File: src/rtl/tx_burst_ctrl.sv
// Burst sequencer: ramped I/Q envelope, upconverter sync reset, flush and status.
// Optional TX_ABORT_EN macro adds an abort input that forces an early ramp-down.
module tx_burst_ctrl #(
    parameter int RAMP_LOG2 = 4,
    parameter int SYNC_CYC  = 4,
    parameter int FLUSH_CYC = 8
) (
    input  logic        clk,
    input  logic        reset_n,
    input  logic        start,
    input  logic [15:0] burst_len,
    input  logic [15:0] in_i,
    input  logic [15:0] in_q,
    input  logic        in_valid,
    output logic        in_ready,
`ifdef TX_ABORT_EN
    input  logic        abort,
`endif
    output logic [15:0] out_i,
    output logic [15:0] out_q,
    output logic        upc_reset,
    output logic        tx_busy,
    output logic        tx_done,
    output logic        underrun,
    output logic        cfg_err
);

    localparam int N  = 1 << RAMP_LOG2;
    localparam int GW = RAMP_LOG2 + 1;
    localparam logic [15:0] TWO_N      = 16'(2 * N);
    localparam logic [15:0] RU_LAST    = 16'(N - 1);
    localparam logic [15:0] SYNC_LAST  = 16'(SYNC_CYC - 1);
    localparam logic [15:0] FLUSH_LAST = 16'(FLUSH_CYC - 1);
    localparam logic [GW-1:0] G_TOP    = {1'b0, {RAMP_LOG2{1'b1}}};
    localparam logic [GW-1:0] G_ZERO   = '0;

    typedef enum logic [2:0] {
        IDLE, SYNC, RAMP_UP, ACTIVE, RAMP_DOWN, FLUSH
    } state_t;

    state_t        state, state_n;
    logic [GW-1:0] gain, gain_n;
    logic [15:0]   cnt, cnt_n;
    logic [15:0]   tmr, tmr_n;
    logic [15:0]   blen, blen_n;
    logic [15:0]   oi_n, oq_n;
    logic          upc_n, done_n, cerr_n, urun_n;
    logic          acc;
    logic [15:0]   act_last;

    logic signed [16+GW:0] prod_i, prod_q;
    logic signed [16+GW:0] shf_i, shf_q;

    // Gain is unsigned 0..N, so it gets a zero sign bit before the multiply.
    assign prod_i = $signed(in_i) * $signed({1'b0, gain});
    assign prod_q = $signed(in_q) * $signed({1'b0, gain});
    assign shf_i  = prod_i >>> RAMP_LOG2;
    assign shf_q  = prod_q >>> RAMP_LOG2;

    assign in_ready = (state == RAMP_UP) || (state == ACTIVE) ||
                      (state == RAMP_DOWN);
    assign acc      = in_ready && in_valid;
    assign tx_busy  = (state != IDLE);
    assign act_last = blen - RU_LAST - 16'd2;

    always_comb begin
        state_n = state;
        gain_n  = gain;
        cnt_n   = cnt;
        tmr_n   = tmr;
        blen_n  = blen;
        oi_n    = 16'd0;
        oq_n    = 16'd0;
        upc_n   = upc_reset;
        done_n  = 1'b0;
        cerr_n  = 1'b0;
        urun_n  = underrun;

        unique case (state)
            IDLE: begin
                if (start) begin
                    if (burst_len < TWO_N) begin
                        cerr_n = 1'b1;
                    end else begin
                        blen_n  = burst_len;
                        urun_n  = 1'b0;
                        cnt_n   = 16'd0;
                        gain_n  = G_ZERO;
                        tmr_n   = 16'd0;
                        state_n = SYNC;
                    end
                end
            end
            SYNC: begin
                if (tmr == SYNC_LAST) state_n = RAMP_UP;
                else tmr_n = tmr + 16'd1;
            end
            RAMP_UP: begin
                if (acc) begin
                    cnt_n  = cnt + 16'd1;
                    gain_n = gain + 1'b1;
                    if (cnt == RU_LAST) begin
                        if (blen == TWO_N) begin
                            state_n = RAMP_DOWN;
                            gain_n  = G_TOP;
                        end else begin
                            state_n = ACTIVE;
                        end
                    end
                end
            end
            ACTIVE: begin
                if (acc) begin
                    cnt_n = cnt + 16'd1;
                    if (cnt == act_last) begin
                        state_n = RAMP_DOWN;
                        gain_n  = G_TOP;
                    end
                end
            end
            RAMP_DOWN: begin
                if (acc) begin
                    cnt_n = cnt + 16'd1;
                    if (gain == G_ZERO) begin
                        state_n = FLUSH;
                        tmr_n   = 16'd0;
                    end else begin
                        gain_n = gain - 1'b1;
                    end
                end
            end
            FLUSH: begin
                if (tmr == FLUSH_LAST) begin
                    state_n = IDLE;
                    done_n  = 1'b1;
                end else begin
                    tmr_n = tmr + 16'd1;
                end
            end
            default: state_n = IDLE;
        endcase

`ifdef TX_ABORT_EN
        // Ramp down from whatever gain is current, skipping the rest of the burst.
        if (abort && (state == RAMP_UP || state == ACTIVE)) begin
            state_n = RAMP_DOWN;
            gain_n  = (gain == G_ZERO) ? G_ZERO : gain - 1'b1;
        end
`endif

        if (in_ready) begin
            if (acc) begin
                oi_n = shf_i[15:0];
                oq_n = shf_q[15:0];
            end else begin
                urun_n = 1'b1;
            end
        end

        // Release the upconverter together with the first ramp sample.
        if (state_n == IDLE || state_n == SYNC) upc_n = 1'b1;
        else if (acc) upc_n = 1'b0;
    end

    always_ff @(posedge clk or negedge reset_n) begin
        if (!reset_n) begin
            state     <= IDLE;
            gain      <= '0;
            cnt       <= 16'd0;
            tmr       <= 16'd0;
            blen      <= 16'd0;
            out_i     <= 16'd0;
            out_q     <= 16'd0;
            upc_reset <= 1'b1;
            tx_done   <= 1'b0;
            cfg_err   <= 1'b0;
            underrun  <= 1'b0;
        end else begin
            state     <= state_n;
            gain      <= gain_n;
            cnt       <= cnt_n;
            tmr       <= tmr_n;
            blen      <= blen_n;
            out_i     <= oi_n;
            out_q     <= oq_n;
            upc_reset <= upc_n;
            tx_done   <= done_n;
            cfg_err   <= cerr_n;
            underrun  <= urun_n;
        end
    end

endmodule
File: config.mk
export PLATFORM = sky130hd
export DESIGN_NAME = tx_burst_ctrl
export DESIGN_NICKNAME = d
export VERILOG_FILES = /design/src/rtl/tx_burst_ctrl.sv
export SDC_FILE = /design/constraint.sdc
export NUM_CORES = 1
export LEC_CHECK = 0
export BUFFER_PORTS_ARGS = -buffer_cell sky130_fd_sc_hd__buf_2
export CAP_MARGIN = 0
export CORE_MARGIN = 2
export CORE_UTILIZATION = 40
export CTS_BUF_LIST = sky130_fd_sc_hd__clkbuf_8
export DETAILED_ROUTE_END_ITERATION = 10
export GPL_TIMING_DRIVEN = 0
export PLACE_DENSITY = 0.55
export SYNTH_ARGS = -nofsm -noshare
export SYNTH_HDL_FRONTEND = slang
export SYNTH_SLANG_ARGS = --single-unit
export TNS_END_PERCENT = 1
File: constraint.sdc
create_clock -name clk -period 8.9 [get_ports clk]
set_input_delay 2.67 -clock clk [delete_from_list [all_inputs] [get_ports clk]]
set_output_delay 2.67 -clock clk [all_outputs]
set_load 0.1 [all_outputs]
==> results of run 1 <==
## registers in the layout (all words and copies together) (netlist names)
signal and count:
state 3, blen 16, out_i 16, upc_reset 1, gain 5, cnt 16
underrun 1, tx_done 1, tmr 16, cfg_err 1, out_q 16
## worst paths after layout
path / from / endpoint / slack, ns / cells past startpoint
hold / removal: upc_reset / upc_reset / 0.49 / 2
max in group asynchronous: reset_n / cnt[3] / 5.95 / 2
min in group asynchronous: reset_n / blen[12] / 2.29 / 1
hold reg to reg: upc_reset / upc_reset / 0.49 / 2
setup reg to reg: gain[2] / out_i[15] / 3.40 / 18
setup / recovery: in_i[3] / out_i[15] / 2.17 / 16
## kinds of logic after synthesis
| kind of cell | after synthesis | share of synthesized area [%] |
|---|---|---|
| simple gates | 418 | 22.1 |
| xor+xnor | 71 | 6.53 |
| fa+ha+maj | 164 | 28.8 |
| buf+inv | 142 | 5.80 |
| flops | 92 | 24.2 |
| mux | 16 | 1.87 |
| compound gates | 152 | 10.7 |
## per-stage QoR
stage	worst slack [ns]	std cells	utilization [%]	hold slack [ns]
after global routing	1.92	1480	45.2	0.511
after CTS	2.21	1480	45.2	0.493
after global placement	1.82	1463	44.3	0.475
final	2.17	1481	45.2	0.489
after detailed placement	1.80	1464	44.4	0.476
after floorplan	2.63	1055	-	0.465
## power by group through the flow
stage                     Sequential (mW)  Clock [mW]  Combinational, mW
after global routing                0.651       0.318               3.25
after detailed placement            0.641           0               2.89
after CTS                           0.634       0.304               2.92
final                               0.635       0.289               2.89
after global placement              0.642           0               2.86
after floorplan                      1.02           0               1.92
## final cells by class
| cell class | count | area (µm²) | share of cell area (%) |
|---|---|---|---|
| well taps | 319 | 399 | 3.77 |
| plain buffers | 45 | 188 | 1.77 |
| inverters | 97 | 364 | 3.44 |
| multi-input cells | 821 | 6660 | 63.0 |
| repair buffers | 90 | 475 | 4.49 |
| clock inverters | 7 | 58.8 | 0.556 |
| flip-flops and latches | 92 | 2300 | 21.8 |
| clock buffers | 9 | 124 | 1.17 |
| diodes | 1 | 2.50 | 0.0237 |
## per-layer routing
metal,GRT usage [%],vias up
met4,4.68,4
li1,-,3716
met3,2.23,20
met2,32.7,125
met5,0,-
met1,28.5,3715
## synthesized netlist by cell type, types with 6 or more instances
master | count | share of area (%)
nor2_1 | 80 | 3.2
nor3_1 | 26 | 1.4
and2_1 | 87 | 5.7
ha_1 | 72 | 9.5
nor3b_1 | 8 | 0.63
xor2_1 | 32 | 2.9
nand2b_1 | 6 | 0.39
nor4_1 | 13 | 0.85
inv_1 | 97 | 3.8
and3_1 | 14 | 0.92
a211oi_1 | 6 | 0.47
nand2_1 | 117 | 4.6
a21o_1 | 10 | 0.79
nand4_1 | 10 | 0.66
a21oi_1 | 45 | 2.4
dfrtp_1 | 91 | 24
mux2_2 | 13 | 1.5
o21a_1 | 11 | 0.87
or3_1 | 14 | 0.92
xnor2_1 | 39 | 3.6
nand3_1 | 22 | 1.2
o21ai_0 | 38 | 2.0
nor2b_1 | 7 | 0.46
clkbuf_1 | 38 | 1.5
fa_1 | 92 | 19
## worst max-delay path, delay by kind of cell
family,cells,cell delay (ns)
AO/OA/AOI/OAI,5,1.67
XOR/XNOR,1,0.16
adder cells (fa/ha/maj),4,1.85
buffers and inverters,3,0.22
AND/OR/NAND/NOR,3,0.40
==> impl_metrics.toml, run 1 <==
[yosys]
synth_cells = 1055
syn_nets = 1271
ys_seq_elements = 92
synth_warnings = 0
synth-edff-count = 0
async_flop_share_pct = 100
ys.flop_type = "dfrtp_1"
synth_area_mm2 = 0.00952
yosysSeqAreaShare_pct = 24.2
syn_avg_cell_area_um2 = 9.02
yosysUniqueCellTypes = 64

[power]
power_frac_comb_pct = 75.8
p_total_mw = 3.81
p_switching_mw = 2.13
power_density_mw_per_mm2 = 360
swShare_pct = 56.0
p_leak_nw = 5.17
p_clk_share_pct = 7.6
p_int_mw = 1.68
pwr-share-seq_pct = 16.7
ir_drop_v = 0.000169

[worst_setup_path]
crit_arrival_ns = 6.97
crit_top_cell = "fa_1"
max_stage_delay_ns = 0.54
end_kind = "flop"
start_kind = "input port"
cp_data_required_time_ns = 9.14
worstPathMaxFanout = 5
path_cells = "buf_2, and2_1, fa_1, inv_1, fa_1, fa_1, inv_1, ha_1, nor2b_1, o21ai_0, a21boi_0, o21ai_0, a211oi_1, o32ai_1, xnor2_1, nor2_1"
crit_type = "input port to flop"
crit_slowest_cell = "fa_1"

[placement]
postPlaceCellArea_mm2 = 0.0104
port_buffers = 89
hpwl_um = 18700
place.gp.congestion = 0.852

[grt]
grt_pass1_vias = 7596
grt_max_degree = 49
grt_util_all_layers_pct = 20.0
grt_pass1_wl_um = 39100
antenna_found_initial = 3
overflow = 0

[timing]
worstMarginPinSlew_ns = 1.04
setup_viol = 0
slew_violations = 0
rsz0062_at_grt = "false"
min_period_ns = 6.73
fin_skew_ns = 0.0153
fin_tns_setup_ns = 0
clock.fmax_mhz = 149
slew_headroom_pct = 30.6
finalCritPeriodShare_pct = 75.7
final_hold_viol_count = 0

[route]
drc = 0
met3_length_um = 847
maxUsedRoutingLayer = "met5"
drt-initial-drc-count = 384
num_vias = 7580
drt-met1-wl_um = 11500
wl_met2_um = 11000
via_per_inst = 5.12
wirelength_um = 23600
ant_nets = 0
dr.pass1.iters = 5
wl_per_cell_um = 16.0

[cells_and_area]
fin_nets = 1372
area_growth_pct = 11.1
final_cell_mix = "nand2_1 (117), inv_1 (97), fa_1 (92), buf_2 (91), dfrtp_1 (91)"
final_cell_area_mm2 = 0.0106
drive_gt1_share_pct = 11.6
final_common_cell = "nand2_1"
fillers = 2400

[clock_network]
cts_setup_buffers = 0
clockBufferDepth = 2
clk_pin_slew_ns = 0.11
clk_latency_ns = 0.38
htreeDepth = 3
cts_tree = "built"
cts_resized = 0
cts_root_buf = "clkbuf_8"
ctsHoldBuffers = 0
numCtsBuffers = 9
clock-sinks = 92

[floorplanning]
rows = 56
die_y_um = 158
die_w_um = 158
die_area_mm2 = 0.0250
initial_core_util_pct = 40.7
fp.coreArea_mm2 = 0.0234
ios = 90

[hold_path]
hold_path_class = "flop to flop"

[run]
max_cap_violations = 0

[status]
outcome = "finished clean"
Note: power is estimated with default switching activity, not from simulation.
==> run 2: changes to the inputs <==
--- a/config.mk
+++ b/config.mk
@@ -12,7 +12,7 @@
 export CTS_BUF_LIST = sky130_fd_sc_hd__clkbuf_8
 export DETAILED_ROUTE_END_ITERATION = 10
 export GPL_TIMING_DRIVEN = 0
-export PLACE_DENSITY = 0.55
+export PLACE_DENSITY = 0.57
 export SYNTH_ARGS = -nofsm -noshare
 export SYNTH_HDL_FRONTEND = slang
 export SYNTH_SLANG_ARGS = --single-unit
==> constraint.sdc (replaced) <==
create_clock -name clk -period 5.48 [get_ports clk]
set_input_delay 1.644 -clock clk [delete_from_list [all_inputs] [get_ports clk]]
set_output_delay 1.644 -clock clk [all_outputs]
set_load 0.1 [all_outputs]
==> impl_metrics.toml, run 2 (synthesis gave the netlist of run 1 again) <==
[placement]
hpwl_um = 18500
post-place-ws_ns = -0.553
dp.cells = 1464
port_buffers = 89
place.gp.congestion = 0.904

[worst_setup_path]
r2r_start = "gain[1]"
crit_arrival_ns = 5.56
end_kind = "flop"
crit_top_cell = "fa_1"
critPathCapture = "out_i[15]"
crit_type = "input port to flop"
path_cells = "buf_2, and2_1, fa_1, inv_1, fa_1, fa_1, inv_1, ha_1, nor2b_1, o21ai_0, a21boi_0, o21ai_2, a211oi_4, o32ai_1, xnor2_1, nor2_1"
max_stage_delay_ns = 0.54
crit_start = "in_i[3]"
start_kind = "input port"
cp_num_buf_inv = 3
crit_slowest_cell = "fa_1"
rrSetupSlack_ns = 0.33
cp_data_required_time_ns = 5.73
path_depth = 16
rr_worst_depth = 16
critPathTopFamily = "adder cells"
worstPathMaxFanout = 5
reg2reg_to = "out_i[15]"

[grt]
grt_util_all_layers_pct = 20.2
overflow = 0
antenna_found_initial = 6
grt_pass1_wl_um = 39400
grt_pass1_vias = 7714
grt_max_degree = 51

[clock_network]
cts_tree = "built"
numCtsBuffers = 9
clk_latency_ns = 0.40
clockBufferDepth = 2
clk_pin_slew_ns = 0.10
ctsHoldBuffers = 0
clock-sinks = 92
cts_root_buf = "clkbuf_8"
cts_resized = 4
cts_setup_buffers = 0
htreeDepth = 3

[power]
pwr-share-seq_pct = 16.4
swShare_pct = 55.2
p_total_mw = 6.33
p_switching_mw = 3.50
ir_drop_v = 0.000405
p_clk_share_pct = 9.1
p_int_mw = 2.83
power_frac_comb_pct = 74.5
p_leak_nw = 5.20
power_density_mw_per_mm2 = 594

[route]
num_vias = 7634
wl_per_cell_um = 16.1
via_per_inst = 5.15
wirelength_um = 23800
ant_nets = 0
drc = 0
drt-initial-drc-count = 349
dr.pass1.iters = 5

[timing]
setup_viol = 0
fin_tns_setup_ns = 0
slew_violations = 0
finalCritPeriodShare_pct = 96.9
slew_headroom_pct = 31.7
final_hold_viol_count = 0
worstMarginPinSlew_ns = 1.02
setup_ws_ns = 0.170
rsz0062_at_grt = "true"
fin_skew_ns = 0.0160
clock.fmax_mhz = 188
min_period_ns = 5.31

[cells_and_area]
drive_gt1_share_pct = 12.2
fin_cells = 1482
fillers = 2394
fin_util_pct = 45.6
area_growth_pct = 12.0
fin_nets = 1372
final_cell_mix = "nand2_1 (117), inv_1 (97), fa_1 (92), buf_2 (91), dfrtp_1 (91)"
final_common_cell = "nand2_1"

[floorplanning]
die_w_um = 158
ios = 90
rows = 56
die_y_um = 158
fp.coreArea_mm2 = 0.0234
initial_core_util_pct = 40.7
die_area_mm2 = 0.0250

[hold_path]
hold_path_class = "flop to flop"

[run]
max_cap_violations = 0

[status]
outcome = "finished clean"
==> run 2: changes by cell type in the layout (fill, tap and decap cells not counted), sizes merged <==
cell      before  now
bufinv         0    2
clkbuf        47   49
clkinvlp       3    1
buf           97   96
diode          1    2
inv          100   99
==> run 2: worst reg2reg max path: stages (launching register included) <==
cell      delay (ns)
dfrtp_1         0.36
clkbuf_1        0.33
clkbuf_1        0.52
nand2_1         0.16
fa_1            0.53
inv_1           0.05
fa_1            0.46
fa_1            0.50
ha_1            0.37
a21o_1          0.20
a21oi_1         0.23
inv_1           0.10
nor3_1          0.40
a211oi_4        0.17
o32ai_1         0.43
xnor2_1         0.17
nor2_1          0.06
==> run 2: power by group through the flow <==
stage / clock network (mW) / registers [mW] / logic, mW
floorplan: 0 / 1.66 / 3.11
global placement: 0 / 1.05 / 4.64
detailed placement: 0 / 1.05 / 4.66
CTS: 0.589 / 1.04 / 4.71
global route: 0.609 / 1.06 / 5.32
finish: 0.575 / 1.04 / 4.72
==> run 2: metrics by stage <==
step / instance area (µm²) / hold WS [ns]
detailed placement: 10400 / 0.494
floorplan: 9520 / 0.465
global route: 10700 / 0.524
CTS: 10600 / 0.511
finish: 10700 / 0.499
global placement: 10400 / 0.488
==> run 2: area by class of cell <==
class                           instances  area [µm²]  share of cell area, %
Antenna cell                            2        5.00                 0.0469
Timing Repair Buffer                   90         475                   4.46
Sequential cell                        92        2300                   21.6
Clock inverter                          6        93.8                  0.880
Multi-Input combinational cell        821        6690                   62.8
Buffer                                 45         190                   1.78
Clock buffer                           10         138                   1.29
Tap cell                              319         399                   3.74
Inverter                               97         364                   3.42
==> run 2: how the worst min path moves through the flow <==
stage                      to       from  cells after the start
floorplan              tmr[1]     tmr[1]                      2
global placement       tmr[1]     tmr[1]                      2
detailed placement     tmr[1]     tmr[1]                      2
CTS                 upc_reset  upc_reset                      2
global route        upc_reset  upc_reset                      2
finish              upc_reset  upc_reset                      2
==> run 2: metal layers <==
metal	wire (µm)	global-route usage, %	vias to the layer above
met3	1250	2.83	30
met1	11200	28.4	3717
met5	34	0	-
li1	-	-	3714
met4	430	5.96	6
met2	10900	32.5	167
